$ cat src/rtl/types.sv
// -----------------------------------------------------------------------------
// types
// Shared USB definitions for the device-side PHY control blocks.
//   USB_FULL_SPEED : 1 = 48 MHz full-speed build, 0 = 6 MHz low-speed build
//   CLK_PER_US     : clk cycles per microsecond for the configured speed
//   BIT_CLKS       : clk cycles per USB bit time
//   line_state_t   : abstract bus states driven onto D+/D-
//   bus_seq_state_t: states of the bus-signalling sequencer
//   line_drive()   : maps a line state to {dp,dn} for the configured speed
// -----------------------------------------------------------------------------
package types;

    localparam bit USB_FULL_SPEED = 1'b1;

    localparam int CLK_PER_US = (7 * int'(USB_FULL_SPEED) + 1) * 6;
    localparam int BIT_CLKS   = 4;

    typedef enum logic [1:0] {
        LS_SE0,
        LS_J,
        LS_K
    } line_state_t;

    typedef enum logic [2:0] {
        ST_IDLE,
        ST_RST_SE0,
        ST_RES_K,
        ST_EOP_SE0,
        ST_EOP_J
    } bus_seq_state_t;

    // J is D+ high on full speed and D- high on low speed; K is its inverse.
    function automatic logic [1:0] line_drive(input line_state_t ls);
        logic [1:0] j_drive;
        logic [1:0] result;
        j_drive = USB_FULL_SPEED ? 2'b10 : 2'b01;
        case (ls)
            LS_J:    result = j_drive;
            LS_K:    result = ~j_drive;
            default: result = 2'b00;
        endcase
        return result;
    endfunction

endpackage

$ cat src/rtl/usb_bus_signal_tx_us_timer.sv
// -----------------------------------------------------------------------------
// usb_us_timer
// Microsecond interval timer: a prescaler divides clk down to 1 us and a
// down-counter counts the requested number of microseconds.
//   clk      : system clock
//   rst_n    : asynchronous active-low reset
//   load     : (re)start the interval; takes priority over counting
//   us_count : interval length in microseconds (must be >= 1)
//   tick     : combinational, high in the last clk cycle of the interval
// With load at edge n, tick is high in the (us_count*CLK_PER_US)-th cycle
// after edge n, so a consumer that changes state on tick sees an exact length.
// -----------------------------------------------------------------------------
module usb_us_timer
    import types::*;
#(
    parameter int CLK_PER_US_P = types::CLK_PER_US
) (
    input  logic        clk,
    input  logic        rst_n,
    input  logic        load,
    input  logic [14:0] us_count,
    output logic        tick
);

    localparam logic [5:0] PRESC_MAX = 6'(CLK_PER_US_P - 1);

    logic [5:0]  presc_q;
    logic [14:0] us_cnt_q;

    always_ff @(posedge clk or negedge rst_n) begin
        if (!rst_n) begin
            presc_q  <= '0;
            us_cnt_q <= '0;
        end else if (load) begin
            presc_q  <= PRESC_MAX;
            us_cnt_q <= us_count;
        end else if (us_cnt_q != 15'd0) begin
            // A zero microsecond count means the timer is parked.
            if (presc_q == 6'd0) begin
                presc_q  <= PRESC_MAX;
                us_cnt_q <= us_cnt_q - 15'd1;
            end else begin
                presc_q <= presc_q - 6'd1;
            end
        end
    end

    assign tick = (us_cnt_q == 15'd1) && (presc_q == 6'd0);

endmodule

$ cat src/rtl/usb_bus_signal_tx.sv
// -----------------------------------------------------------------------------
// usb_bus_signal_tx
// Drives timed USB bus-state sequences onto the PHY: bus reset (long SE0,
// then one J bit time) and resume (long K, then a low-speed-style EOP of two
// SE0 bit times and one J bit time). Owns the PHY lines while busy.
//   clk        : system clock, CLK_PER_US MHz
//   reset_i    : asynchronous active-low reset
//   reset_req  : one-cycle request for a bus reset
//   resume_req : one-cycle request for a resume (loses to reset_req)
//   busy       : sequence in progress, lines owned here
//   done       : one-cycle pulse as a sequence completes
//   oe         : PHY output enable
//   dp, dn     : D+ / D- drive values (both 0 while oe=0)
// All outputs are registered; requests while busy are dropped.
// -----------------------------------------------------------------------------
module usb_bus_signal_tx
    import types::*;
#(
    parameter int RESET_US  = 10000,
    parameter int RESUME_US = 20000
) (
    input  logic clk,
    input  logic reset_i,
    input  logic reset_req,
    input  logic resume_req,
    output logic busy,
    output logic done,
    output logic oe,
    output logic dp,
    output logic dn
);

    localparam logic [14:0] RESET_US_W    = 15'(RESET_US);
    localparam logic [14:0] RESUME_US_W   = 15'(RESUME_US);
    localparam logic [3:0]  EOP_SE0_LOAD  = 4'(2 * BIT_CLKS - 1);
    localparam logic [3:0]  EOP_J_LOAD    = 4'(BIT_CLKS - 1);

    bus_seq_state_t state_q;
    bus_seq_state_t state_d;

    logic [3:0]  bit_cnt_q;
    logic        bit_zero;
    logic        tmr_load;
    logic [14:0] tmr_us;
    logic        tmr_tick;
    logic        done_d;
    logic        oe_d;
    logic [1:0]  line_d;
    line_state_t ls_d;

    usb_us_timer #(
        .CLK_PER_US_P (CLK_PER_US)
    ) u_us_timer (
        .clk      (clk),
        .rst_n    (reset_i),
        .load     (tmr_load),
        .us_count (tmr_us),
        .tick     (tmr_tick)
    );

    assign bit_zero = (bit_cnt_q == 4'd0);

    always_comb begin
        state_d  = state_q;
        tmr_load = 1'b0;
        tmr_us   = RESET_US_W;
        done_d   = 1'b0;
        ls_d     = LS_SE0;

        case (state_q)
            ST_IDLE: begin
                if (reset_req) begin
                    state_d  = ST_RST_SE0;
                    tmr_load = 1'b1;
                    tmr_us   = RESET_US_W;
                end else if (resume_req) begin
                    state_d  = ST_RES_K;
                    tmr_load = 1'b1;
                    tmr_us   = RESUME_US_W;
                end
            end
            ST_RST_SE0: if (tmr_tick) state_d = ST_EOP_J;
            ST_RES_K:   if (tmr_tick) state_d = ST_EOP_SE0;
            ST_EOP_SE0: if (bit_zero) state_d = ST_EOP_J;
            ST_EOP_J: begin
                if (bit_zero) begin
                    state_d = ST_IDLE;
                    done_d  = 1'b1;
                end
            end
            default: state_d = ST_IDLE;
        endcase

        // Outputs are computed from the next state so the registers present
        // the new line state in the same cycle the state takes effect.
        case (state_d)
            ST_RES_K: ls_d = LS_K;
            ST_EOP_J: ls_d = LS_J;
            default:  ls_d = LS_SE0;
        endcase

        oe_d   = (state_d != ST_IDLE);
        line_d = oe_d ? line_drive(ls_d) : 2'b00;
    end

    always_ff @(posedge clk or negedge reset_i) begin
        if (!reset_i) begin
            state_q <= ST_IDLE;
            busy    <= 1'b0;
            oe      <= 1'b0;
            done    <= 1'b0;
            dp      <= 1'b0;
            dn      <= 1'b0;
        end else begin
            state_q <= state_d;
            busy    <= oe_d;
            oe      <= oe_d;
            done    <= done_d;
            dp      <= line_d[1];
            dn      <= line_d[0];
        end
    end

    // Bit-time counter for the EOP phases; reloaded on every state entry so
    // each phase is exact regardless of how the previous one ended.
    always_ff @(posedge clk or negedge reset_i) begin
        if (!reset_i) begin
            bit_cnt_q <= '0;
        end else if (state_d != state_q) begin
            case (state_d)
                ST_EOP_SE0: bit_cnt_q <= EOP_SE0_LOAD;
                ST_EOP_J:   bit_cnt_q <= EOP_J_LOAD;
                default:    bit_cnt_q <= 4'd0;
            endcase
        end else if (!bit_zero) begin
            bit_cnt_q <= bit_cnt_q - 4'd1;
        end
    end

endmodule

$ cat config.mk
export PLATFORM = sky130hd
export DESIGN_NAME = usb_bus_signal_tx
export DESIGN_NICKNAME = d
export VERILOG_FILES = /design/src/rtl/types.sv /design/src/rtl/usb_bus_signal_tx_us_timer.sv /design/src/rtl/usb_bus_signal_tx.sv
export SDC_FILE = /design/constraint.sdc
export NUM_CORES = 1
export LEC_CHECK = 0
export BUFFER_PORTS_ARGS = -buffer_cell sky130_fd_sc_hd__buf_2
export CELL_PAD_IN_SITES_DETAIL_PLACEMENT = 1
export CELL_PAD_IN_SITES_GLOBAL_PLACEMENT = 2
export CORE_MARGIN = 2
export CORE_UTILIZATION = 38
export DETAILED_ROUTE_END_ITERATION = 6
export PLACE_DENSITY_LB_ADDON = 0.05
export SLEW_MARGIN = 30
export SYNTH_ARGS = -nofsm -noshare
export SYNTH_HDL_FRONTEND = slang
export SYNTH_HIERARCHICAL = 1
export SYNTH_SLANG_ARGS = --single-unit
$ cat constraint.sdc
create_clock -name clk -period 3.1 [get_ports clk]
set_clock_uncertainty 0.2 [all_clocks]
set_input_delay 0.93 -clock clk [delete_from_list [all_inputs] [get_ports clk]]
set_output_delay 0.93 -clock clk [all_outputs]
set_load 0.05 [all_outputs]
After elaboration in Yosys (flattened, before gate mapping) --
Index checks and enable logic that the tools add are counted.
Storage, ports and cells: flip-flop bits (word level) 32, logic and storage cells 59, output and inout bits 5, input port bits 4
Operators by class: eq/ne operators 12, multiplexer cells 27, reductions and logical operators 9, add/subtract/negate cells 3
Operator list (number):
- 2-to-1 mux 15 bit | 6
- 2-to-1 mux 3 bit | 6
- 2-to-1 mux 6 bit | 3
- equality test 15 x 1 -> 1 bit, second input constant | 1
- case mux 3 bit (5 select lines) | 1
- nonzero test 15 bit | 1
- subtractor 15 x 1 -> 15 bit, second input constant | 1
- equality test 3 x 2 -> 1 bit, second input constant | 4
- 2-to-1 mux 4 bit | 2
- case mux 2 bit (2 select lines) | 2
- equality test 3 bit, second input constant | 2
- zero test 6 bit | 1
- case mux 3 bit (2 select lines) | 1
- subtractor 6 x 1 -> 6 bit, second input constant | 1
- 2-to-1 mux 1 bit | 5
- zero test 4 bit | 1
- nonzero test 2 bit | 2
- subtractor 4 x 1 -> 4 bit, second input constant | 1
- equality test 3 x 1 -> 1 bit, second input constant | 1
- zero test 3 bit | 1
- != test 3 bit | 1
- nonzero test 3 bit | 1
- equality test 2 x 1 -> 1 bit, second input constant | 1
- equality test 2 bit, second input constant | 1
- other kinds (4) | 4

Depth between registers and ports, before layout --
depth in word-level cells 9, mapped depth 10, gate-level depth less buffers 9

Modules after synthesis --
The synthesis kept the hierarchy.
Modules (own cells, without submodules):
- usb_us_timer | cells an instance 183, times used 1, sequential area each 525.5 µm², area each 1502.7 µm²
- usb_bus_signal_tx | cells an instance 66, times used 1, sequential area each 275.3 µm², area each 620.6 µm²

Worst setup path before layout --
No wires, ideal clock.
kind input to register, start input port resume_req, end register u_us_timer.us_cnt_q[0], setup time 0.130 ns, path buffers 3, path slack 0.598 ns, arrival 2.172 ns, stages 8, data required time 2.770 ns, cells stage by stage nor2_1 > nor3_1 > clkbuf_1 > buf_2 > clkbuf_1 > o21ai_0 > nand3_1 > o21ai_0
On the way: word-level cells in the longest chain between the ends 5, elaborated cells between the ends (all ways) 7, those cells by class mux: 4; reduce/logical: 3
RTL lines:
- start: declaration | line usb_bus_signal_tx.sv:25 | input logic resume_req,
- 2-to-1 mux 1 bit (*) | line usb_bus_signal_tx.sv:76 | end else if (resume_req) begin
- 2-to-1 mux 1 bit (*) | line usb_bus_signal_tx.sv:72 | if (reset_req) begin
- 2-to-1 mux 1 bit (*) | line usb_bus_signal_tx.sv:70 | case (state_q)
- named net tmr_load | line usb_bus_signal_tx.sv:43 | logic tmr_load;
- nonzero test 2 bit (no line)
- AND reduction 2 bit (no line)
- end signal: assignment | line usb_bus_signal_tx_us_timer.sv:36 | us_cnt_q <= us_count;
- end signal: assignment | line usb_bus_signal_tx_us_timer.sv:41 | us_cnt_q <= us_cnt_q - 15'd1;
- end: declaration | line usb_bus_signal_tx_us_timer.sv:28 | logic [14:0] us_cnt_q;
Mark *: on every way through the listed nets, which the timed path passes. The rest lies on a longest branch. A chain may end at the register's enable or synchronous reset.

Worst setup path after layout --
start register state_q[0], end register u_us_timer.us_cnt_q[5]
On the way: word-level cells in the longest chain between the ends 4, elaborated cells between the ends (all ways) 7, those cells by class mux: 3; reduce/logical: 4
RTL lines:
- start: declaration | line usb_bus_signal_tx.sv:38 | bus_seq_state_t state_q;
- start signal: assignment | line usb_bus_signal_tx.sv:115 | state_q <= state_d;
- zero test 3 bit (*) | line usb_bus_signal_tx.sv:70
- 2-to-1 mux 1 bit (*) | line usb_bus_signal_tx.sv:70
- named net tmr_load | line usb_bus_signal_tx.sv:43
- nonzero test 2 bit (no line)
- AND reduction 2 bit (no line)
Marks and branches as above.

==> impl_metrics.ini <==
[placed_design]
port_buffers = 8
globalplace.congestion = 0.776
dp_hpwl_um = 4020

[timing]
rsz0062_at_grt = no
max_freq_mhz = 369
hold_viol = 0
tns_ns = 0
finalMaxSlewViolations = 0
max_slew_margin_pct = 49.3
period_needed_ns = 2.71
worst_pin_slew_ns = 0.760
setup_viol = 0
finalCritPeriodShare_pct = 87.3

[critical_path]
worst_ep_required_time_ns = 3.07
crit_buf_inv = 1
worstPathCellList = or2_2 > nor3_2 > buf_4 > a31o_2 > nand2_1 > a211o_2
end_kind = flip-flop
crit_fanout = 37
cp_slowest_cell = dfrtp_1
crit_family = simple AND/OR/NAND/NOR gates
crit_arrival_ns = 2.68
slowest_delay_ns = 0.50
start_kind = flip-flop
critPathKind = flip-flop to flip-flop

[logic_synthesis]
async_reset_ff_share_pct = 100
synth_most_common_cell = dfrtp_1
synth_top_family_by_area = simple AND/OR/NAND/NOR gates
synth.top_cell.area_share_pct = 37.7
ys_seq_elements = 32
synthTopCellsByCount = 32 x dfrtp_1, 23 x nor2_1, 19 x nand2_1
synthTopCellsByArea = dfrtp_1 38%, nor2_1 4.1%, o21ai_0 4.0%
synth_largest_area_cell = dfrtp_1
synth_simple_gate_area_share_pct = 31.3
synth-compound-area-share_pct = 19.5
synth_area_per_cell_sq_um = 8.53
synth_cells = 249
synthAdderAreaFrac_pct = 2.95
ys_seq_area_share_pct = 37.7
yosys_warnings = 6
synth_edf_count = 0
synth_cell_type_count = 57
synth_mux_area_share_pct = 1.89
synthFlopType = dfrtp_1
synthXorXnorAreaFrac_pct = 0.412
synth_area_sq_mm = 0.00212

[route]
highest_layer = met4
drt-initial-drc-count = 59
wirelength_um = 5580
vias_per_cell = 5.53
num_vias = 1863
antenna_left = 0
route.met2.wl_um = 2640
wl_met3_um = 84
drc_errors = 0
first_pass_iters = 4
wl_per_cell_um = 16.5
m1WireLength_um = 2770

[floorplanning]
core-area_sq_mm = 0.00544
initial_core_util_pct = 39.0
ioPinCount = 9
die_x_um = 78.8
die_y_um = 78.8
die-area_sq_mm = 0.00620
floorplan.rows = 27

[cells_and_area]
drive_gt1_share_pct = 14.7
finalNetCount = 273
area_growth_pct = 11.3
antennaDiodeCount = 0

[power]
p_total_uw = 1740
p_leak_uw = 0.000961
p_per_area_mw_per_mm2 = 738
peakVddDrop_mv = 0.301

[global_routing]
grt_pass1_vias = 1933
grt_pass1_wl_um = 9500
antenna_found_initial = 0
grt_start_max_net_pins = 38
overflow = 0
globalRouteTotalUtil_pct = 19.8

[clocking]
clock_latency_ns = 0.28
clkTransAtPathRegs_ns = 0.07
tritoncts = done
cts_resized = 0
post_cts_buffers = 0
cts_root_buf = clkbuf_8
cts_made_buffers = 5
clock_sinks = 32
postCtsHoldBufs = 0
cts_buffer_depth = 2
cts_max_level = 2

[run_status]
status = finished clean

[hold_path]
min_path_type = flip-flop to flip-flop

[run]
maxCapViolCount = 0
[per-layer routing]
metal / vias to the layer above / global-route usage [%]
met3: 6 / 3.75
met1: 913 / 27.0
met4: 0 / 7.19
li1: 935 / -
met2: 9 / 31.4
met5: - / 0
[where the power goes]
part | switching (uW) | internal [uW] | total, uW
clock network | 159 | 180 | 339
logic | 443 | 300 | 743
registers | 133 | 528 | 661
[logic make-up (layout without fill, tap and decap cells)]
family	after synthesis	count (layout)
buffers and inverters	27	36
AO/OA/AOI/OAI	60	60
AND/OR/NAND/NOR	118	118
other	2	9
adder cells (fa/ha/maj)	5	5
multiplexers	4	4
flip-flops	32	32
XOR/XNOR	1	1
[worst paths after layout]
check | startpoint | endpoint | slack (ns) | cells past startpoint
worst max-delay path | state_q[0]$_DFF_PN0_ | u_us_timer/us_cnt_q[5]$_DFFE_PN0P_ | 0.39 | 6
worst min-delay path | u_us_timer/us_cnt_q[14]$_DFFE_PN0P_ | u_us_timer/us_cnt_q[14]$_DFFE_PN0P_ | 0.31 | 2
worst max register to register | state_q[0]$_DFF_PN0_ | u_us_timer/us_cnt_q[5]$_DFFE_PN0P_ | 0.39 | 6
worst min register to register | u_us_timer/us_cnt_q[14]$_DFFE_PN0P_ | u_us_timer/us_cnt_q[14]$_DFFE_PN0P_ | 0.31 | 2
max in group asynchronous | reset_i | u_us_timer/us_cnt_q[10]$_DFFE_PN0P_ | 1.70 | 1
min in group asynchronous | reset_i | dn$_DFF_PN0_ | 0.51 | 1
[state kept, by name (all words and copies together) (netlist names)]
name                 flops
u_us_timer/presc_q       6
bit_cnt_q                4
oe                       1
dn                       1
state_q                  3
u_us_timer/us_cnt_q     15
dp                       1
done                     1
[placed cells by master, fill, tap and decap left out, types with 2 or more instances in the layout]
cell type and n:
dfrtp_1 32, nor2_1 23, nand2_1 19, o21ai_0 17, nor3_1 14, nand3_1 11
inv_1 10, a21oi_1 9, buf_4 9, conb_1 9, buf_2 8, nor2b_1 7
nand4_1 7, clkbuf_8 6, or3_1 5, ha_1 5, nand2b_1 4, nor4b_1 4
mux2i_1 4, a211o_1 4, o21ai_1 3, or2_2 3, and4_1 3, or4_1 3
nor4_1 3, o31a_1 3, o211a_1 3, nor3_2 2, a21boi_0 2, a31oi_1 2
a31o_2 2, a22oi_1 2, nor3b_1 2
[worst reg2reg max path: cells and delay by family, from the launching register on]
kind / cells / cell delay, ns
AND/OR/NAND/NOR: 3 / 0.80
AO/OA/AOI/OAI: 2 / 0.72
flip-flops: 1 / 0.50
buffers and inverters: 1 / 0.37
[final cells by class]
cell class,count,area (sq um)
clock buffers,7,86.3
multi-input cells,197,1230
well taps,72,90.1
fillers,687,3080
clock inverters,1,7.51
inverters,11,41.3
flip-flops and latches,32,801
repair buffers,17,108
[through the flow]
stage / cell area, sq um / hold slack, ns / util [%] / setup WS [ns] / instances
after floorplan: 2150 / 0.258 / - / 0.598 / 256
after detailed placement: 2270 / 0.296 / 41.7 / 0.215 / 329
after global routing: 2360 / 0.351 / 43.4 / 0.163 / 337
after global placement: 2270 / 0.285 / 41.7 / 0.268 / 329
final: 2360 / 0.311 / 43.4 / 0.393 / 337
after CTS: 2360 / 0.314 / 43.4 / 0.355 / 337
No activity file was read; power rests on OpenSTA's default activity.
